[config.mk]
export PLATFORM = sky130hd
export DESIGN_NAME = a2d_arbiter
export DESIGN_NICKNAME = d
export VERILOG_FILES = /design/src/rtl/a2d_arbiter.sv
export SDC_FILE = /design/constraint.sdc
export NUM_CORES = 1
export LEC_CHECK = 0
export CORE_UTILIZATION = 52
export CTS_CLUSTER_DIAMETER = 150
export DETAILED_ROUTE_END_ITERATION = 10
export GPL_ROUTABILITY_DRIVEN = 0
export PLACE_DENSITY = 0.87
export SLEW_MARGIN = 15
export SYNTH_ARGS = -nofsm -noshare
export SYNTH_HDL_FRONTEND = slang
export SYNTH_SLANG_ARGS = --single-unit
[constraint.sdc]
create_clock -name clk -period 4.1 [get_ports clk]
set_input_delay 1.025 -clock clk [delete_from_list [all_inputs] [get_ports clk]]
set_output_delay 1.025 -clock clk [all_outputs]
set_load 0.01 [all_outputs]
[src/rtl/a2d_arbiter.sv]
// Round-robin arbiter and sequencer sharing one A2D converter between NUM_REQ requesters.
// Latches the winner's channel, runs one conversion and returns result/done, with a watchdog abort.
module a2d_arbiter #(
  parameter int NUM_REQ = 3,
  parameter int CH_W    = 3,
  parameter int RES_W   = 12,
  parameter int TIMEOUT = 1024
) (
  input  logic                    clk,
  input  logic                    rst_n,
  input  logic [NUM_REQ-1:0]      req,
  input  logic [NUM_REQ*CH_W-1:0] req_chnnl,
  output logic [NUM_REQ-1:0]      gnt,
  output logic [NUM_REQ-1:0]      done,
  output logic [RES_W-1:0]        res,
  output logic                    timeout,
  output logic                    err_sticky,
  input  logic                    clr_err,
  output logic                    busy,
  output logic                    a2d_strt_cnv,
  output logic [CH_W-1:0]         a2d_chnnl,
  input  logic                    a2d_cnv_cmplt,
  input  logic [RES_W-1:0]        a2d_res,
  output logic [1:0]              state_dbg
);

  // Handshake: req[i] is a level request that must stay high until gnt[i] pulses;
  // gnt[i] is the accept, and done[i] later closes the transaction (completion or abort).

  localparam int PTR_W = $clog2(NUM_REQ);
  localparam int SUM_W = PTR_W + 1;
  localparam int CNT_W = $clog2(TIMEOUT);
  localparam logic [PTR_W-1:0]   LAST    = PTR_W'(NUM_REQ - 1);
  localparam logic [CNT_W-1:0]   CNT_MAX = CNT_W'(TIMEOUT - 1);
  localparam logic [NUM_REQ-1:0] ONE     = NUM_REQ'(1);

  typedef enum logic [1:0] {
    IDLE  = 2'd0,
    START = 2'd1,
    CONV  = 2'd2
  } state_t;

  state_t           state;
  logic [PTR_W-1:0] ptr;
  logic [PTR_W-1:0] owner;
  logic [PTR_W-1:0] winner;
  logic             found;
  logic [CNT_W-1:0] cnt;

  assign state_dbg = state;

  // Scan downward so the requester closest above ptr (with wrap) is the last one kept.
  always_comb begin
    logic [SUM_W-1:0] sum;
    logic [PTR_W-1:0] cand;
    winner = ptr;
    found  = 1'b0;
    sum    = '0;
    cand   = '0;
    for (int i = NUM_REQ - 1; i >= 0; i--) begin
      sum = {1'b0, ptr} + SUM_W'(i);
      if (sum >= SUM_W'(NUM_REQ)) sum = sum - SUM_W'(NUM_REQ);
      cand = sum[PTR_W-1:0];
      if (req[cand]) begin
        winner = cand;
        found  = 1'b1;
      end
    end
  end

  always_ff @(posedge clk or negedge rst_n) begin
    if (!rst_n) begin
      state        <= IDLE;
      ptr          <= '0;
      owner        <= '0;
      cnt          <= '0;
      gnt          <= '0;
      done         <= '0;
      res          <= '0;
      timeout      <= 1'b0;
      err_sticky   <= 1'b0;
      busy         <= 1'b0;
      a2d_strt_cnv <= 1'b0;
      a2d_chnnl    <= '0;
    end else begin
      gnt          <= '0;
      done         <= '0;
      timeout      <= 1'b0;
      a2d_strt_cnv <= 1'b0;
      if (clr_err) err_sticky <= 1'b0;
      case (state)
        IDLE: begin
          if (found) begin
            owner        <= winner;
            a2d_chnnl    <= req_chnnl[winner*CH_W +: CH_W];
            gnt          <= ONE << winner;
            a2d_strt_cnv <= 1'b1;
            busy         <= 1'b1;
            state        <= START;
          end
        end
        START: begin
          ptr   <= (owner == LAST) ? '0 : owner + 1'b1;
          cnt   <= '0;
          state <= CONV;
        end
        CONV: begin
          // A completion on the final watchdog count still wins over the abort.
          if (a2d_cnv_cmplt) begin
            res   <= a2d_res;
            done  <= ONE << owner;
            busy  <= 1'b0;
            state <= IDLE;
          end else if (cnt == CNT_MAX) begin
            done       <= ONE << owner;
            timeout    <= 1'b1;
            err_sticky <= 1'b1;
            busy       <= 1'b0;
            state      <= IDLE;
          end else begin
            cnt <= cnt + 1'b1;
          end
        end
        default: state <= IDLE;
      endcase
    end
  end

endmodule

Word-level counts from Yosys, hierarchy flattened

Cells that the tools add are included.
Widths: inputs -> output; s select.

Register bits: 41
Input port bits: 28
Output and inout bits: 27
Logic and storage cells: 86

Add/sub/neg operators: 7
Multipliers: 1
Order comparisons: 6
Equal/unequal tests: 8
Shifts and indexed selects: 3
Mux-type cells: 41
Reductions and logical operators: 8

Operators with widths:

| kind                  | count |
|---|---|
| $mux 10               | 2 |
| $mux 2                | 10 |
| $pmux 10 s2           | 1 |
| $mux 1                | 18 |
| $mux 3                | 5 |
| $add 10x1->10 const B | 1 |
| $eq 10x10->1 const B  | 1 |
| $lt 2x3->1 const B    | 3 |
| $shiftx 9x5->3        | 1 |
| $bmux 1 s2            | 3 |
| $ge 3x2->1 const B    | 2 |
| $ne 2x2->1 const B    | 3 |
| $pmux 2 s3            | 1 |
| $reduce_and 2->1      | 3 |
| $reduce_and 3->1      | 2 |
| $shl 1x2->3 const A   | 2 |
| $sub 2x2->2 const B   | 3 |
| $eq 2x2->1 const B    | 2 |
| $mul 2x2->4 const B   | 1 |
| $reduce_bool 2->1     | 2 |
| $add 2x1->3 const B   | 1 |
| $add 2x2->3 const B   | 1 |
| $ne 3x3->1 const B    | 1 |
| $add 2x1->2 const B   | 1 |
| other kinds (4)       | 4 |

Depth between registers and ports, before layout

Depth in word-level cells: 11
Gate-level depth with buffers: 10
Gate-level depth less buffers: 8

Least setup slack after synthesis

OpenSTA, ideal clock, no wires.

Path type: input to register
From: in req[2]
To: reg a2d_chnnl[0]
Setup time: 127 ps
Arrival: 2205 ps
Required time: 3973 ps
Path slack: 1768 ps
Cell stages on the path: 6
Buffers on the path: 0
Cells stage by stage: nor2b_1 -> mux2_1 -> a21oi_1 -> a31o_1 -> mux2i_1 -> o211ai_2

Cells in the longest elaborated chain, start to end: 7
Elaborated cells on any way between the ends: 15
Those cells by class: mul (1); shift (1); mux (12); reduce/logical (1)

RTL lines:

| item                         | line | text |
|---|---|---|
| start, declared              | 11   | `input logic [NUM_REQ-1:0] req,` |
| $bmux 1 s2                   | 64   | `if (req[cand]) begin` |
| $mux 1 (implied by the code) | 64   |  |
| $mux 2 (3 in a row)          | 64   |  |
| $mul 2x2->4                  | 95   | `a2d_chnnl <= req_chnnl[winner*CH_W +: CH_W];` |
| $shiftx 9x5->3               | 95   |  |
| end signal, assigned         | 95   |  |
| end, declared                | 21   | `output logic [CH_W-1:0] a2d_chnnl,` |

Several ways; a longest one is shown, not always the timed one. The select of a mux whose other input is x is not followed.
A chain may end at the register's enable or synchronous reset.

Worst setup path in the final report

From: in req[2]
To: reg owner[0]

Cells in the longest elaborated chain, start to end: 6
Elaborated cells on any way between the ends: 13
Those cells by class: mux (12); reduce/logical (1)

RTL lines:

| item                              | line | text |
|---|---|---|
| $bmux 1 s2                        | 64   |  |
| $mux 1 (implied by the code)      | 64   |  |
| $mux 1 (3 in a row)               | 64   |  |
| $reduce_and 2->1 (no source line) | --   |  |
| end signal, assigned              | 94   | `owner <= winner;` |
| end, declared                     | 45   | `logic [PTR_W-1:0] owner;` |

Several ways; a longest one is shown, not always the timed one. The select of a mux whose other input is x is not followed.

==> flow_summary.ini <==
[run_status]
status = complete, no violations

[worst_setup_path]
endpoint_kind = register
path_class = in2reg
startpoint_type = primary input
r2r_end = owner[0]
r2r_cells = 6
crit_arrival_ns = 3.19
startpoint = req[2]
cp_top_family = simple AND/OR/NAND/NOR gates
cp_slowest_cell = nor3_1
worstPathMaxFanout = 11
critPathCapture = owner[0]
timing.critical_path.buf_inv = 1
timing.reg2reg.setup_slack_ns = 1.38
required_ns = 4.28
crit_chain = clkdlybuf4s50_1, nor2b_1, o21ai_1, nor4bb_4, nor3_1, mux2_1
crit_cells = 6
rr_startpoint = ptr[0]
cpPeakStageDelay_ns = 0.70

[cts]
cts-htree-levels = 2
clkTransAtPathRegs_ns = 0.08
tritoncts = yes
clk_latency_ns = 0.29
hold_buffers = 0
clk_path_buf_depth = 2
numCtsBuffers = 5
cts_setup_buffers = 0
cts_root_buf = clkbuf_8
clock_sinks = 41
cts_resized = 0

[layout]
area_delta_synth_final_pct = 30.92
fin_nets = 274
drive_gt1_share_pct = 11.52
diodes = 0
final_common_cell = clkdlybuf4s50_1
final_cell_mix = clkdlybuf4s50_1, dfrtp_1, nor2_1

[yosys]
yosys-top-cells-area = dfrtp_1, mux2_2, mux2i_1, ha_1, nand2b_1
syn-num-nets = 221
syn-cell-area_um2 = 2036
ys_ff_latch = 41
synthArstFlopShare_pct = 100.0
ys.flop_type = dfrtp_1
avgSynthCellArea_um2 = 10.77
yosys.area.top_type = dfrtp_1
synth_top_cell_area_share_pct = 50.40
synth.distinct_cells = 40
synth-warning-count = 0
yosysSeqAreaShare_pct = 50.40
synth_edf_count = 0
syn_inst = 189

[sta]
worst_pin_slew_ns = 0.9518
fin_crit_ns = 3.013
fmax_ghz = 0.3319
setup_viol = 0
rsz0062_at_grt = false
skew_ns = 0.006145
post-route-period-util_pct = 73.49
slew_viol_final = 0
fin_setup_tns_ns = 0
maxSlewHeadroom_pct = 36.16
hold_viol_final = 0
hold_slack_ns = 0.5003

[detailed_routing]
first_pass_iters = 4
route.detailed.drc = 0
routed_wl_um = 4388
num_vias = 1582
ant_nets = 0
routed_via_density = 5.436
wl_per_cell_um = 15.08
dr.first_iter.drc_count = 48

[grt]
grt_pass1_wl_um = 7410
antenna_found_initial = 0
grt_usage_pct = 23.58
grt_pass1_vias = 1563
grt_max_degree = 42
grt_overflow = 0

[flow_run]
drv_cap = 0

[power]
switchingPower_uw = 690.1
p_clk_share_pct = 13.8
seqPwrFrac_pct = 35.3
sw_frac_of_total_pct = 37.34
combPwrFrac_pct = 50.9
vdd_ir_drop_max_mv = 0.3761
internal-power_uw = 1158
p_per_area_nw_per_um2 = 693.6
p_leak_uw = 0.001123

[placement]
hpwl_um = 3302
io_buffer_count = 54

[floorplanning]
pin_count = 55
dieHeight_um = 64.57
core-area_um2 = 3716
dieArea_um2 = 4169
die_w_um = 64.57
start_util_pct = 54.78
fp-row-count = 22

[min_path]
hp-class = reg2reg
-- kinds of logic after synthesis --
group	share of synthesized area (%)
AOI/OAI and AO/OA	12.66
xor gates and xnor gates	1.291
adders and majority gates	2.459
buffers and inverters	3.688
DFF	50.40
muxes	11.19
and+or+nand+nor	18.32
-- flip-flops by register name, indices dropped and copies added, names as in the netlist --
| register | count |
|---|---|
| a2d_chnnl | 3 |
| gnt | 3 |
| owner | 2 |
| res | 12 |
| err_sticky | 1 |
| timeout | 1 |
| cnt | 10 |
| busy | 1 |
| a2d_strt_cnv | 1 |
| done | 3 |
| ptr | 2 |
| state_dbg | 2 |
-- worst reg2reg max path: cells and delay by family (launching register included) --
kind	cells	cell delay (ns)
adder cells (fa/ha/maj)	1	0.47
multiplexers	1	0.39
AND/OR/NAND/NOR	3	1.18
buffers and inverters	1	0.12
flip-flops	1	0.45
-- cells in the mapped netlist (4+ instances only) --
cell type,instances
nor2_1,13
o22ai_1,5
o21ai_0,6
a21oi_1,5
nand2b_1,8
nand3_1,10
inv_1,6
ha_1,4
nor3_1,5
mux2i_1,7
nand2_1,9
mux2_2,12
nor2b_1,6
dfrtp_1,41
o21ai_1,10
-- worst min path at each step --
stage	startpoint	end	slack, ns	cells past startpoint
after floorplan	cnt[8]	cnt[8]	0.45	1
after global placement	busy	busy	0.47	1
after detailed placement	busy	busy	0.48	1
after CTS	busy	busy	0.50	1
after global routing	cnt[8]	cnt[8]	0.52	1
final	cnt[8]	cnt[8]	0.50	1
-- routing by layer --
layer	wire length [um]	track usage [%]
met2	2172	38.55
met3	278	6.338
met1	1908	30.78
met4	29	6.667
met5	0	0
-- cell type report --
cell class                 instances  area, um^2
sequential                        41        1026
multi-input combinational        134       934.6
clock inverter                     3       17.52
timing repair buffer              54       535.5
inverter                           6       22.52
clock buffer                       5       68.82
fill                             277        1051
tap                               48       60.06
-- power by group through the flow --
stage / registers [uW] / clock network (uW) / logic (uW)
after detailed placement: 658 / 0 / 944
after CTS: 651 / 264 / 949
final: 652 / 255 / 941
after floorplan: 677 / 0 / 588
after global routing: 668 / 284 / 1030
after global placement: 645 / 0 / 918
-- per-stage QoR --
step / util, % / total power [uW] / instances / area [um^2] / setup slack, ns
5_1_grt: 71.72 / 1984 / 291 / 2665 / 0.8596
6_report: 71.72 / 1848 / 291 / 2665 / 1.087
3_5_place_dp: 69.39 / 1602 / 283 / 2579 / 0.7682
3_3_place_gp: 69.39 / 1562 / 283 / 2579 / 0.8385
2_1_floorplan: - / 1265 / 189 / 2036 / 1.768
4_1_cts: 71.72 / 1864 / 291 / 2665 / 1.061
Power figures use the tool's default switching activity.
